File: src/rtl/fetch_stage.sv
// ---------------------------------------------------------------------------
// fetch_stage
//
// Instruction-fetch stage that feeds the F->D pipeline register. It owns the
// program counter, drives a single-outstanding SRAM-like instruction port and
// presents the fetched instruction together with its PC to decode.
//
// Responsibilities:
//   * Issue one request at a time at pcF and wait for the reply.
//   * Buffer a returned instruction while decode is stalled, so the reply is
//     never lost and no new request is issued until decode takes it.
//   * Steer the PC after the delay slot: a taken branch in D redirects the
//     instruction that follows the one currently in F. If the branch resolves
//     before F has an instruction, the target is parked until the handoff.
//   * Exception/eret redirects take effect immediately. A request that is
//     already in flight is marked cancelled and its reply is thrown away.
//
// Ports:
//   clk                 clock, all state changes on the rising edge
//   rst                 synchronous active-high reset
//   stallD              decode stalled, F->D register holds
//   is_branch_D         instruction in D is a branch/jump
//   branch_taken_i      branch in D is taken (only honoured when ~stallD)
//   branch_target_i     taken-branch target
//   except_redirect_i   one-cycle exception/eret redirect pulse
//   except_pc_i         redirect PC
//   inst_req            instruction request
//   inst_addr           request address (always pcF)
//   inst_addr_ok        request accepted this cycle
//   inst_data_ok        reply data valid this cycle
//   inst_rdata          reply data
//   pcF / pcplus4F      PC of the F instruction and PC+4
//   instrF              F instruction, zero when F holds nothing valid
//   is_in_delayslot_iF  F instruction sits in the delay slot of D's branch
//   fetch_stall_o       F has no valid instruction this cycle
// ---------------------------------------------------------------------------
module fetch_stage #(
    parameter logic [31:0] RESET_PC = 32'hbfc0_0000
) (
    input  logic        clk,
    input  logic        rst,
    input  logic        stallD,
    input  logic        is_branch_D,
    input  logic        branch_taken_i,
    input  logic [31:0] branch_target_i,
    input  logic        except_redirect_i,
    input  logic [31:0] except_pc_i,
    output logic        inst_req,
    output logic [31:0] inst_addr,
    input  logic        inst_addr_ok,
    input  logic        inst_data_ok,
    input  logic [31:0] inst_rdata,
    output logic [31:0] pcF,
    output logic [31:0] pcplus4F,
    output logic [31:0] instrF,
    output logic        is_in_delayslot_iF,
    output logic        fetch_stall_o
);

    // Fetch controller states.
    //   ST_REQ  : request presented at pcF, waiting for acceptance
    //   ST_WAIT : request accepted, waiting for the reply
    //   ST_HOLD : reply captured in the buffer, waiting for decode to take it
    localparam logic [1:0] ST_REQ  = 2'd0;
    localparam logic [1:0] ST_WAIT = 2'd1;
    localparam logic [1:0] ST_HOLD = 2'd2;

    logic [1:0]  state_reg,    state_next;
    logic [31:0] pc_reg,       pc_next;
    logic [31:0] buffer_reg,   buffer_next;
    logic        cancel_reg,   cancel_next;
    logic        pend_br_reg,  pend_br_next;
    logic [31:0] pend_tgt_reg, pend_tgt_next;

    logic        in_req;
    logic        in_wait;
    logic        in_hold;
    logic        reply_live;
    logic        valid_f;
    logic        handoff;
    logic        br_live;
    logic [31:0] seq_pc;
    logic [31:0] handoff_pc;

    // ------------------------------------------------------------------
    // Status decode
    // ------------------------------------------------------------------
    assign in_req  = (state_reg == ST_REQ);
    assign in_wait = (state_reg == ST_WAIT);
    assign in_hold = (state_reg == ST_HOLD);

    // A reply only counts if it answers a request that was not cancelled.
    assign reply_live = in_wait & inst_data_ok & ~cancel_reg;

    // F is valid when a live reply arrives or a buffered one is waiting.
    // Reset and a redirect in the same cycle suppress it so nothing is
    // handed to decode on those cycles.
    assign valid_f = ~rst & ~except_redirect_i & (reply_live | in_hold);

    // Decode captures the F instruction on this edge.
    assign handoff = valid_f & ~stallD;

    // A branch outcome from D is only meaningful while D advances.
    assign br_live = branch_taken_i & ~stallD;

    assign seq_pc = pc_reg + 32'd4;

    // PC of the instruction after the one being handed off. A parked
    // branch target wins over a branch resolving this cycle; both win
    // over sequential flow.
    always_comb begin
        handoff_pc = seq_pc;
        if (pend_br_reg) begin
            handoff_pc = pend_tgt_reg;
        end else if (br_live) begin
            handoff_pc = branch_target_i;
        end
    end

    // ------------------------------------------------------------------
    // Next-state logic
    // ------------------------------------------------------------------
    always_comb begin
        state_next    = state_reg;
        pc_next       = pc_reg;
        buffer_next   = buffer_reg;
        cancel_next   = cancel_reg;
        pend_br_next  = pend_br_reg;
        pend_tgt_next = pend_tgt_reg;

        if (except_redirect_i) begin
            // Redirect overrides every branch decision, including a parked
            // one, and moves the PC right away.
            pc_next      = except_pc_i;
            pend_br_next = 1'b0;
            case (state_reg)
                ST_REQ: begin
                    // An accepted request now belongs to the old path; its
                    // reply must be discarded when it arrives.
                    if (inst_addr_ok) begin
                        state_next  = ST_WAIT;
                        cancel_next = 1'b1;
                    end
                end
                ST_WAIT: begin
                    if (inst_data_ok) begin
                        // The outstanding reply is here and simply dropped.
                        state_next  = ST_REQ;
                        cancel_next = 1'b0;
                    end else begin
                        // Still one reply in flight; one cancel covers it
                        // even if it was already set by an earlier redirect.
                        cancel_next = 1'b1;
                    end
                end
                default: begin
                    // Buffered instruction belongs to the old path.
                    state_next = ST_REQ;
                end
            endcase
        end else begin
            case (state_reg)
                ST_REQ: begin
                    if (inst_addr_ok) begin
                        state_next = ST_WAIT;
                    end
                end
                ST_WAIT: begin
                    if (inst_data_ok) begin
                        if (cancel_reg) begin
                            // Stale reply: pcF already holds the redirect PC.
                            state_next  = ST_REQ;
                            cancel_next = 1'b0;
                        end else if (stallD) begin
                            state_next  = ST_HOLD;
                            buffer_next = inst_rdata;
                        end else begin
                            state_next = ST_REQ;
                            pc_next    = handoff_pc;
                        end
                    end
                end
                ST_HOLD: begin
                    if (!stallD) begin
                        state_next = ST_REQ;
                        pc_next    = handoff_pc;
                    end
                end
                default: begin
                    state_next = ST_REQ;
                end
            endcase

            // A branch that resolves before F has its delay-slot
            // instruction is parked and applied at the handoff.
            if (handoff) begin
                pend_br_next = 1'b0;
            end else if (br_live) begin
                pend_br_next  = 1'b1;
                pend_tgt_next = branch_target_i;
            end
        end
    end

    // ------------------------------------------------------------------
    // State registers
    // ------------------------------------------------------------------
    always_ff @(posedge clk) begin
        if (rst) begin
            state_reg    <= ST_REQ;
            pc_reg       <= RESET_PC;
            buffer_reg   <= 32'd0;
            cancel_reg   <= 1'b0;
            pend_br_reg  <= 1'b0;
            pend_tgt_reg <= 32'd0;
        end else begin
            state_reg    <= state_next;
            pc_reg       <= pc_next;
            buffer_reg   <= buffer_next;
            cancel_reg   <= cancel_next;
            pend_br_reg  <= pend_br_next;
            pend_tgt_reg <= pend_tgt_next;
        end
    end

    // ------------------------------------------------------------------
    // Outputs
    // ------------------------------------------------------------------
    // inst_addr only moves while requesting on a redirect, so the address
    // seen by the memory is stable until it is accepted.
    assign inst_req           = ~rst & in_req;
    assign inst_addr          = pc_reg;
    assign pcF                = pc_reg;
    assign pcplus4F           = seq_pc;
    assign instrF             = valid_f ? (in_hold ? buffer_reg : inst_rdata) : 32'd0;
    assign is_in_delayslot_iF = is_branch_D & valid_f;
    assign fetch_stall_o      = ~valid_f;

endmodule

File: config.mk
export PLATFORM = sky130hd
export DESIGN_NAME = fetch_stage
export DESIGN_NICKNAME = d
export VERILOG_FILES = /design/src/rtl/fetch_stage.sv
export SDC_FILE = /design/constraint.sdc
export NUM_CORES = 1
export LEC_CHECK = 0
export ABC_AREA = 1
export BUFFER_PORTS_ARGS = -buffer_cell sky130_fd_sc_hd__buf_2
export CAP_MARGIN = 20
export CORE_AREA = 2 2 106 118
export CTS_CLUSTER_SIZE = 14
export DETAILED_ROUTE_END_ITERATION = 6
export DIE_AREA = 0 0 108 120
export PLACE_DENSITY = 0.85
export SYNTH_ARGS = -nofsm -noshare
export SYNTH_HDL_FRONTEND = slang
export SYNTH_SLANG_ARGS = --single-unit
File: constraint.sdc
create_clock -name clk -period 2.4 [get_ports clk]
set_input_delay 0.48 -clock clk [delete_from_list [all_inputs] [get_ports clk]]
set_output_delay 0.48 -clock clk [all_outputs]
set_load 0.01 [all_outputs]
[Word level (Yosys, flattened, before mapping)]
Index checks and enable logic that the tools add are counted.
Cells by class
  $add $sub $neg: 1
  equality and inequality tests: 7
  muxes and demuxes: 24
  bitwise operators: 15
  reduce and logical (&&, ||, !) cells: 11
Operator list (number)
  $mux 32: 8
  $pmux 32 s2: 1
  $add 32x3->32 const B: 1
  $mux 2: 7
  $ne 3x3->1 const B: 4
  $and 1x1->1: 8
  $not 1->1: 6
  $pmux 2 s3: 1
  $reduce_and 3->1: 2
  $reduce_bool 2->1: 3
  $mux 1: 5
  $reduce_and 5->1: 1
  $pmux 2 s2: 1
  $reduce_and 4->1: 1
  $reduce_bool 3->1: 1
  $reduce_or 3->1: 1
  $eq 2x1->1 const B: 1
  $eq 2x2->1 const B: 1
  $logic_not 2->1: 1
  $ne 2x2->1 const B: 1
  $pmux 1 s2: 1
  $reduce_and 2->1: 1
  $or 1x1->1: 1
Storage, ports and cells
  register bits: 100
  input port bits: 104
  output and inout port bits: 131
  word-level logic and storage cells: 64

[Depth between registers and ports, before layout]
Gate-level depths: netlist (run 1).
  depth after elaboration: 9
  gate-level depth with buffers: 13

[Least setup slack after synthesis (run 1)]
Ideal clock, no wire load.
  kind: input to output
  from: in inst_data_ok
  to: out instrF[24]
  data arrival time: 1.459 ns
  data required time: 1.920 ns
  setup slack: 0.461 ns
  stages: 7
  path buffers: 1
  path through: nand2_2 nor2_4 nand2_2 nand2_4 nand3_1 clkbuf_1 a21oi_1
Between the ends
  longest elaborated chain between the ends: 5
RTL lines
  start: declaration: RTL line 51  | input logic inst_data_ok,
  $and 1x1->1 (2 in series): RTL line 93  | assign reply_live = in_wait & inst_data_ok & ~cancel_reg;
  $or 1x1->1: RTL line 98  | assign valid_f = ~rst & ~except_redirect_i & (reply_live | in_hold);
  $and 1x1->1: RTL line 98
  $mux 32: RTL line 235  | assign instrF = valid_f ? (in_hold ? buffer_reg : inst_rdata) : 32'd0;
  end: declaration: RTL line 55  | output logic [31:0] instrF,
No other way between the ends.

[Worst setup path in the final report (run 1)]
  from: reg pc_reg[2], in the netlist inst_addr[2]
  to: out pcplus4F[16]
Between the ends
  longest elaborated chain between the ends: 1
RTL lines
  start: declaration: RTL line 69  | logic [31:0] pc_reg, pc_next;
  start signal: assignment: RTL line 218  | pc_reg <= pc_next;
  $add 32x3->32: RTL line 106  | assign seq_pc = pc_reg + 32'd4;
  end: declaration: RTL line 54  | output logic [31:0] pcplus4F,
No other way between the ends.

==> results of run 1 <==
==> cell usage after synthesis, types with 5 or more instances <==
master	n	area, sq um
nand2_1	183	686.9
nor2_1	137	514.2
o21ai_0	108	540.5
a21oi_1	106	530.5
dfxtp_1	100	2002
inv_1	71	266.5
nand3_1	55	275.3
buf_4	41	307.8
clkbuf_1	40	150.1
a21oi_2	10	87.58
a211oi_1	9	67.56
nand2_2	9	56.30
nor2_2	9	56.30
nor3_1	8	40.04
buf_2	7	35.03
o21bai_1	7	52.55
xor2_1	7	61.31
nand3b_1	6	45.04
o21ai_1	6	30.03
o221ai_1	6	52.55
xnor2_1	6	52.55
buf_6	5	56.30
inv_2	5	18.77
nand4_1	5	31.28
==> kinds of logic (layout without fill, tap and decap cells) <==
family / count (synthesis) / in the layout / share of synthesized area, %
AND/OR/NAND/NOR: 425 / 425 / 29.63
AO/OA/AOI/OAI: 258 / 258 / 22.59
buffers and inverters: 172 / 355 / 13.59
flip-flops: 100 / 100 / 32.16
XOR/XNOR: 13 / 13 / 1.829
adder cells (fa/ha/maj): 1 / 1 / 0.2010
==> cell usage in the layout (no fill, tap or decap), drive strengths merged, types with 9 or more instances in the layout <==
cell type  instances
inv               77
nand2            196
a21oi            116
nor2             148
a211oi             9
nor3               9
buf              261
clkbuf            10
dfxtp            100
o21ai            114
nand3             57
==> what timing repair did <==
action / CTS / global route
pin swaps: 0 / 2
endpoints found under the setup margin: 5 / 21
hold endpoints to repair: 0 / 0
gates resized for setup: 3 / 31
setup buffers: 0 / 3
==> worst paths after layout <==
path / to / slack (ns) / cells after the start
worst max register to register: inst_addr[26] / 0.63 / 13
worst min-delay path: state_reg[0] / 0.38 / 2
worst min register to register: buffer_reg[24] / 0.44 / 2
worst max-delay path: pcplus4F[16] / 0.1 / 6
==> worst register-to-register path: stages, from the launching register on <==
cell     delay (ns)
dfxtp_4        0.37
ha_4           0.18
nand3_4        0.11
inv_2          0.05
nand2_2        0.11
inv_2          0.07
buf_4          0.14
nand2_1        0.05
nand2_1        0.04
nand2_1        0.13
nor2_1         0.08
o21ai_0        0.23
nand2_1        0.09
nand2_1        0.07
==> area by class of cell <==
class	instances	area [sq um]	area share [%]
Timing Repair Buffer	261	1386	18.17
Clock buffer	10	239.0	3.133
Clock inverter	6	63.81	0.8365
Sequential cell	100	2036	26.69
Multi-Input combinational cell	697	3418	44.81
Inverter	78	292.8	3.838
Tap cell	154	192.7	2.526
==> power breakdown <==
| group | switching (mW) | total (mW) | internal [mW] |
|---|---|---|---|
| registers | 0.108 | 1.86 | 1.75 |
| clock network | 0.638 | 1.47 | 0.835 |
| logic | 0.542 | 0.892 | 0.350 |
| total | 1.29 | 4.23 | 2.94 |
==> per-stage QoR <==
step           setup WS [ns]  hold slack [ns]  utilization [%]
6_report             0.09766           0.3758            64.52
2_1_floorplan         0.4614           0.4239                -
3_5_place_dp          0.3043           0.4346            61.13
5_1_grt             -0.01159           0.3882            64.52
3_3_place_gp          0.3625           0.4307            61.13
4_1_cts             0.007976           0.3744            63.74
==> routing by layer <==
layer,GRT usage [%],vias to the layer above,part of all wire (%)
li1,-,3498,-
met1,39.36,3207,41
met2,52.00,389,48
met3,5.486,41,8.9
met4,11.30,2,2.7
met5,0,-,0.064
==> out/results.txt, run 1 <==
DRT iter0 DRCs: 707
cell area after layout: 7629 sq um
CTS clock-pin slew for the worst setup and hold paths: 0.07 ns
worst setup path class: flip-flop to output port
final cell count without fillers: 1306
CTS Buffer Depth: 2
Final Hold Viols: 0
reg2reg start: inst_addr[2]
worst path buffer plus inverter count: 1
Max VDD drop: 432.7 uV
DRT Pass-1 Iters: 5
slew margin rel.: 63.17%
initial antenna violation count: 1
Num CTS Buffers: 9
# hold bufs at CTS: 0
Lkg Pwr: 3.553 nW
final slew viol count: 0
Tmin final: 2.302 ns
Critical Path Sink Type: output port
Critical Path AT: 1.82 ns
Mean Syn Cell Area: 6.424 sq um
dpl hpwl: 14890 microns
warnings from Yosys: 0
row count: 42
Antenna Cells: 0
proportion of layout cells with a drive suffix above 1: 30.47%
number of H-tree levels: 3
Starting Density: 52.65%
slowest cell on the critical path: dfxtp_4
IO Pins: 235
drt total wl: 20270 microns
fillcell total: 1151
Fin Setup TNS: 0 ns
outcome: finished clean
critical hold path startpoint: inst_data_ok
Synth Net Count: 1074
final worst-path cycle share: 95.93%
Detail Route Antenna Nets: 0
CP startpoint kind: flip-flop
vias per cell: 5.465
critical-path maximum fanout: 5
Synth Flop Type: dfxtp_1
Seq/Total Area, Yosys: 32.16%
GPL Wtd Cong: 0.9838
Critical Path Source: inst_addr[2]
root cell of the clock tree: clkbuf_16
Worst path max stage delay: 0.38 ns
chip width: 108 microns
layout net count: 1252
Worst Skew: 0.01104 ns
async set or reset register ratio after synthesis: 0%
clock sinks: 100
Final setup violation count: 0
total power: 4.228 mW
DR DRC count: 0
Die H: 120 microns
Worst EP required: 1.92 ns
vias in the first global route: 6374
Worst Tran Pin Value: 0.5517 ns
Clk Latency, worst-skew pair: 0.34 ns
Max-Cap Viols: 0
Syn Inst Count: 969
GRT overflow: 0
via count: 7137
largest net degree at the start of global routing: 65
Top delay family on crit path: simple AND/OR/NAND/NOR gates
worst path cell trace: ha_4 -> nand3_4 -> nor2_2 -> nand3_1 -> xnor2_1 -> buf_2
Synth-to-Final Area Change: 22.55%
die area: 12960 sq um
#FFs+latches synth: 100
number of synthesized flops with an enable pin: 0
Post-Syn Area: 6225 sq um
library cells used by synthesis: 41
PwrDens: 554.2 nW/um^2
# placed instances: 1287
Post-DP Area: 7228 sq um
Hold Path Class: input port to flip-flop
GRT Total Usage: 30.91%
Core Region: 11820 sq um
Avg WL per Cell: 15.52 microns
Max Freq: 0.4343 GHz
CTS tree: built
global-route wire length before repair: 31770 microns
# port buffers: 234
No activity file was read; power rests on OpenSTA's default activity.
==> run 2, diff against run 1 <==
--- a/config.mk
+++ b/config.mk
@@ -7,12 +7,12 @@
 export LEC_CHECK = 0
 export ABC_AREA = 1
 export BUFFER_PORTS_ARGS = -buffer_cell sky130_fd_sc_hd__buf_2
-export CAP_MARGIN = 20
-export CORE_AREA = 2 2 106 118
+export CAP_MARGIN = 0
+export CORE_AREA = 2 2 116 129
 export CTS_CLUSTER_SIZE = 14
 export DETAILED_ROUTE_END_ITERATION = 6
-export DIE_AREA = 0 0 108 120
-export PLACE_DENSITY = 0.85
+export DIE_AREA = 0 0 118 131
+export PLACE_DENSITY = 0.76
 export SYNTH_ARGS = -nofsm -noshare
 export SYNTH_HDL_FRONTEND = slang
 export SYNTH_SLANG_ARGS = --single-unit
==> constraint.sdc (replaced) <==
create_clock -name clk -period 1.9 [get_ports clk]
set_input_delay 0.38 -clock clk [delete_from_list [all_inputs] [get_ports clk]]
set_output_delay 0.38 -clock clk [all_outputs]
set_load 0.01 [all_outputs]
==> run 2 against run 1 <==
The flow now finishes with violations (setup timing). Flip-flop and latch count stayed put. Die area is 19% higher. Count of clock-buffer cells in the layout is 1 higher. Sequential power is 26% higher. Clock skew hardly changed. Final area is 21% higher. Worst hold slack worse by 0.086 ns. Setup slack worse by 0.41 ns. Register-to-register slack worse by 0.62 ns. Utilization is 0.36 points higher. Wire length is 24% higher. First-iteration DRC count is 1.7% higher.
==> out/results.txt, run 2 (same netlist as run 1, synthesis figures left out) <==
outcome: finished with violations
violated checks: setup timing
Max VDD drop: 330.2 uV
Avg WL per Cell: 17.71 microns
Worst Skew: 0.01109 ns
most frequent cells in the layout: buf_2 (220), nand2_1 (157), nor2_1 (113), o21ai_0 (106), buf_4 (81)
CTS Buffer Depth: 2
internal cell power: 3.729 mW
worst setup margin: -0.3161 ns
Final Hold Viols: 0
Num CTS Buffers: 9
Critical Path Sink Type: output port
layout net count: 1334
R2R cell count: 12
clock share of power: 30.8%
slew margin rel.: 61.32%
Max-Cap Viols: 0
global-route wire length before repair: 35760 microns
Clk Latency, worst-skew pair: 0.35 ns
GPL Wtd Cong: 0.9892
Top delay family on crit path: simple AND/OR/NAND/NOR gates
Tmin final: 2.216 ns
CTS tree: built
via count: 7916
RSZ-0062 raised after global routing: true
final slew viol count: 0
Synth-to-Final Area Change: 48.16%
Crit. path cell count: 8
Post-Route Utilization: 64.87%
proportion of layout cells with a drive suffix above 1: 43.47%
Worst path max stage delay: 0.40 ns
IO Pins: 235
final cell count without fillers: 1425
Antenna Cells: 0
Worst Tran Pin Value: 0.5794 ns
worst setup path class: flip-flop to output port
critical-path maximum fanout: 5
Starting Density: 43.79%
DR DRC count: 0
Final setup violation count: 60
Switching Power: 1.794 mW
# placed instances: 1352
clock sinks: 100
DRT iter0 DRCs: 719
Seq pwr share: 42.4%
largest net degree at the start of global routing: 65
slowest cell on the critical path: dfxtp_4
Critical Path AT: 1.84 ns
switching share of power: 32.48%
initial antenna violation count: 1
vias in the first global route: 6854
chip width: 118 microns
GRT overflow: 0
dpl hpwl: 15250 microns
number of H-tree levels: 3
DRT Pass-1 Iters: 5
Max Freq: 0.4512 GHz
die area: 15460 sq um
GRT Total Usage: 28.97%
Die H: 131 microns
commonest non-fill, non-tap cell in the layout: buf_2
Hold Path Class: input port to flip-flop
Lkg Pwr: 4.244 nW
# hold bufs at CTS: 0
worst path buffer plus inverter count: 1
# port buffers: 234
Detail Route Antenna Nets: 0
final worst-path cycle share: 116.6%
part of the power in combinational logic: 26.8%
dpl ws: 0.05616 ns
hold path depth: 3
Worst EP required: 1.52 ns
most frequent CP cell: nand2_1
vias per cell: 5.555
row count: 46
drt total wl: 25230 microns
total power: 5.523 mW
R2R setup slack: 0.01 ns
worst path cell trace: nand2_2 -> nor2_4 -> nand2_4 -> nor2_2 -> nand2_1 -> nand2_1 -> nand2_1 -> buf_2
PwrDens: 598.8 nW/um^2
CTS clock-pin slew for the worst setup and hold paths: 0.07 ns
root cell of the clock tree: clkbuf_16
CP startpoint kind: flip-flop
Core Region: 14220 sq um
[run 2: routing by layer]
layer  GRT usage [%]  vias up  part of all wire [%]
met1           36.03     3580                    38
li1                -     3663                     -
met5               0        -                 0.048
met2           50.34      579                    48
met3           4.253       92                   9.3
met4           12.90        2                   4.8
[run 2: layout make-up]
class                   count  area (sq um)
fillers                  1212          4994
multi-input cells         697          4016
repair buffers            343          2322
flip-flops and latches    100          2087
inverters                  78         297.8
well taps                 192         240.2
clock buffers              11         232.7
clock inverters             4         26.28
[run 2: worst paths after layout]
check,endpoint,from
min reg2reg,buffer_reg[8],buffer_reg[8]
max reg2reg,inst_addr[26],inst_addr[17]
max,pcplus4F[22],inst_addr[8]
min,pend_tgt_reg[0],branch_target_i[0]
[run 2: through the flow]
stage | area, sq um | TNS, ns | hold slack (ns)
2_1_floorplan | 6225 | 0 | 0.4239
6_report | 9223 | -9.730 | 0.2902
3_5_place_dp | 7541 | 0 | 0.4381
3_3_place_gp | 7541 | 0 | 0.4305
5_1_grt | 9223 | -16.37 | 0.2943
4_1_cts | 8728 | -7.207 | 0.2676
[run 2: worst min-delay path: stages]
cell	delay, ns
buf_2	0.09
o21ai_0	0.07
nor2_1	0.07
[run 2: what timing repair did]
item	in CTS	in global routing
resized for setup	163	78
cloned	5	1
pin swaps	36	34
setup buffers	32	23
setup endpoints to repair	59	60
[run 2: power groups by stage]
stage / clock network (mW) / logic [mW] / registers (mW)
2_1_floorplan: 0 / 0.698 / 2.38
3_3_place_gp: 0 / 1.18 / 2.36
3_5_place_dp: 0 / 1.19 / 2.36
4_1_cts: 1.72 / 1.34 / 2.32
5_1_grt: 1.81 / 1.59 / 2.35
6_report: 1.70 / 1.48 / 2.34
==> run 3, diff against run 2 <==
--- a/config.mk
+++ b/config.mk
@@ -5,13 +5,13 @@
 export SDC_FILE = /design/constraint.sdc
 export NUM_CORES = 1
 export LEC_CHECK = 0
-export ABC_AREA = 1
+export ABC_AREA = 0
 export BUFFER_PORTS_ARGS = -buffer_cell sky130_fd_sc_hd__buf_2
 export CAP_MARGIN = 0
-export CORE_AREA = 2 2 116 129
+export CORE_AREA = 2 2 114 127
 export CTS_CLUSTER_SIZE = 14
 export DETAILED_ROUTE_END_ITERATION = 6
-export DIE_AREA = 0 0 118 131
+export DIE_AREA = 0 0 116 129
 export PLACE_DENSITY = 0.76
 export SYNTH_ARGS = -nofsm -noshare
 export SYNTH_HDL_FRONTEND = slang
==> run 3 against run 2 <==
The flow still finishes with violations (setup timing). Wire length fell by 2.8%. Sequential power fell by 3%. Setup slack got worse by 0.097 ns. Utilization rose by 5.0 points. Non-clock buffer count rose by 30. First-iteration DRC count rose by 8.6%. Combinational power fell by 9%. Final area rose by 3.2%. Area after synthesis fell by 3.1%. Worst hold slack got worse by 0.019 ns. Sequential share of layout area fell by 1.1 points. Count of clock-buffer cells in the layout did not move. Critical endpoint is now pcplus4F[29]. Largest cell class unchanged.
==> out/results.txt, run 3 <==
outcome: finished with violations
violated checks: setup timing
Synth-to-Final Area Change: 57.80%
GPL Wtd Cong: 0.9902
via count: 7506
total power: 5.653 mW
number of synthesized flops with an enable pin: 0
Core Region: 13630 sq um
Post-Syn Area: 6033 sq um
Tmin final: 2.314 ns
worst setup margin: -0.4136 ns
Seq pwr share: 39.9%
most common cell in the netlist: nand2_1
proportion of layout cells with a drive suffix above 1: 46.77%
Post-Route Utilization: 69.87%
warnings from Yosys: 0
row count: 45
Worst Tran Pin Value: 0.5405 ns
Num CTS Buffers: 9
met3 Use GR: 5.323%
final slew viol count: 0
root cell of the clock tree: clkbuf_16
DRT iter0 DRCs: 781
dpl ws: -0.07230 ns
Final setup violation count: 64
Max VDD drop: 566.9 uV
clock sinks: 100
PwrDens: 593.8 nW/um^2
slew margin rel.: 63.59%
internal cell power: 3.993 mW
clock share of power: 36.4%
CTS clock-pin slew for the worst setup and hold paths: 0.08 ns
drt total wl: 24520 microns
CTS Buffer Depth: 2
Seq/Total Area, Yosys: 33.18%
CTS tree: built
vias per cell: 5.756
R2R cell count: 6
layout net count: 1216
Worst Skew: 0.01167 ns
hold path depth: 3
Switching Power: 1.660 mW
dpl hpwl: 15040 microns
RSZ-0062 raised after global routing: true
switching share of power: 29.36%
GR peak layer: met2
GR Util met2: 49.91%
Antenna Cells: 0
#FFs+latches synth: 100
final worst-path cycle share: 121.8%
Critical Path AT: 1.93 ns
Die H: 129 microns
Yosys top cell area share: 33.18%
die area: 14960 sq um
GRT overflow: 0
critical-path maximum fanout: 7
Avg WL per Cell: 18.81 microns
Detail Route Antenna Nets: 0
library cells used by synthesis: 66
most frequent cells in the layout: buf_2 (223), nand2_1 (167), buf_4 (99), dfxtp_1 (78), a21oi_1 (63)
# port buffers: 234
fillcell total: 1045
Post-synth top cells: nand2_1 (173), dfxtp_1 (100), a21oi_1 (95)
final cell count without fillers: 1304
Max Freq: 0.4322 GHz
Starting Density: 44.28%
part of the power in combinational logic: 23.7%
Synth Net Count: 921
Post-DP Area: 7795 sq um
commonest non-fill, non-tap cell in the layout: buf_2
Synth area leaders: dfxtp_1 (33%), nand2_1 (11%), a21oi_1 (7.9%)
initial antenna violation count: 2
IO Pins: 235
chip width: 116 microns
# hold bufs at CTS: 0
global-route wire length before repair: 34800 microns
Critical Path Sink Type: output port
Worst EP required: 1.52 ns
Final Hold Viols: 0
async set or reset register ratio after synthesis: 0%
# placed instances: 1246
GRT Total Usage: 29.52%
hold slack: 0.2711 ns
leading area contributor after synthesis: dfxtp_1
Fin Setup TNS: -12.24 ns
DRT Pass-1 Iters: 6
vias in the first global route: 6733
CP startpoint kind: flip-flop
worst setup path class: flip-flop to output port
cell area after layout: 9520 sq um
largest net degree at the start of global routing: 68
Hold Path Class: input port to flip-flop
met1 Use GR: 36.40%
Lkg Pwr: 4.409 nW
Mean Syn Cell Area: 7.394 sq um
Max-Cap Viols: 0
number of H-tree levels: 3
Clk Latency, worst-skew pair: 0.35 ns
Syn Inst Count: 816
DR DRC count: 0
Synth Flop Type: dfxtp_1
[run 3: changes by cell type in the layout (fill, tap and decap cells not counted), sizes merged, moves of 10 or more]
cell   delta
a21oi    -19
buf      +25
inv      -56
mux2i    +38
nand2    -23
nand3    -36
nor2     -84
nor3     +10
o21ai    -85
[run 3: cells by family (layout without fill, tap and decap cells)]
| kind of cell | after synthesis | in the layout | share of synthesized area [%] |
|---|---|---|---|
| simple gates | 335 | 335 | 25.09 |
| compound gates | 207 | 207 | 21.61 |
| buf+inv | 111 | 411 | 10.12 |
| flops | 100 | 100 | 33.18 |
| mux | 38 | 38 | 6.304 |
| xor+xnor | 24 | 24 | 3.484 |
| fa+ha+maj | 1 | 1 | 0.2073 |
[run 3: repair_timing]
action                     CTS  global route
gates cloned                 4             5
resized for setup          124            66
hold endpoints to repair     0             0
buffers inserted            27            13
setup endpoints to repair   60            94
pin swaps                   35            23
[run 3: critical path, stage by stage (launching register included)]
cell and delay (ns):
dfxtp_4 0.37, and4_4 0.27, nand4_1 0.12, buf_6 0.17
or3_4 0.39, xnor2_2 0.13, buf_2 0.13
[run 3: area by class of cell]
| type | instances | area, sq um | share of cell area, % |
|---|---|---|---|
| Inverter | 22 | 82.58 | 0.8674 |
| Clock inverter | 5 | 85.08 | 0.8937 |
| Multi-Input combinational cell | 605 | 4150 | 43.59 |
| Timing Repair Buffer | 373 | 2678 | 28.12 |
| Tap cell | 188 | 235.2 | 2.471 |
| Sequential cell | 100 | 2047 | 21.50 |
| Clock buffer | 11 | 242.7 | 2.550 |
[run 3: power by group through the flow]
stage	registers [mW]	logic (mW)	clock network (mW)
after floorplan	2.35	0.585	0
after global placement	2.29	1.11	0
after detailed placement	2.30	1.12	0
after CTS	2.25	1.21	2.05
after global routing	2.27	1.43	2.15
final	2.26	1.34	2.06
[run 3: path summary, 6_finish.rpt]
path / slack (ns) / start / endpoint
setup / recovery: -0.41 / inst_addr[16] / pcplus4F[29]
hold / removal: 0.27 / branch_target_i[0] / pend_tgt_reg[0]
setup reg to reg: -0.13 / inst_addr[8] / inst_addr[10]
hold reg to reg: 0.45 / buffer_reg[17] / buffer_reg[17]
[run 3: per-layer routing]
metal  wire length, microns  share of wire (%)
met5                     12              0.049
met4                   1141                4.7
met3                   2377                9.7
met2                  11860                 48
met1                   9131                 37
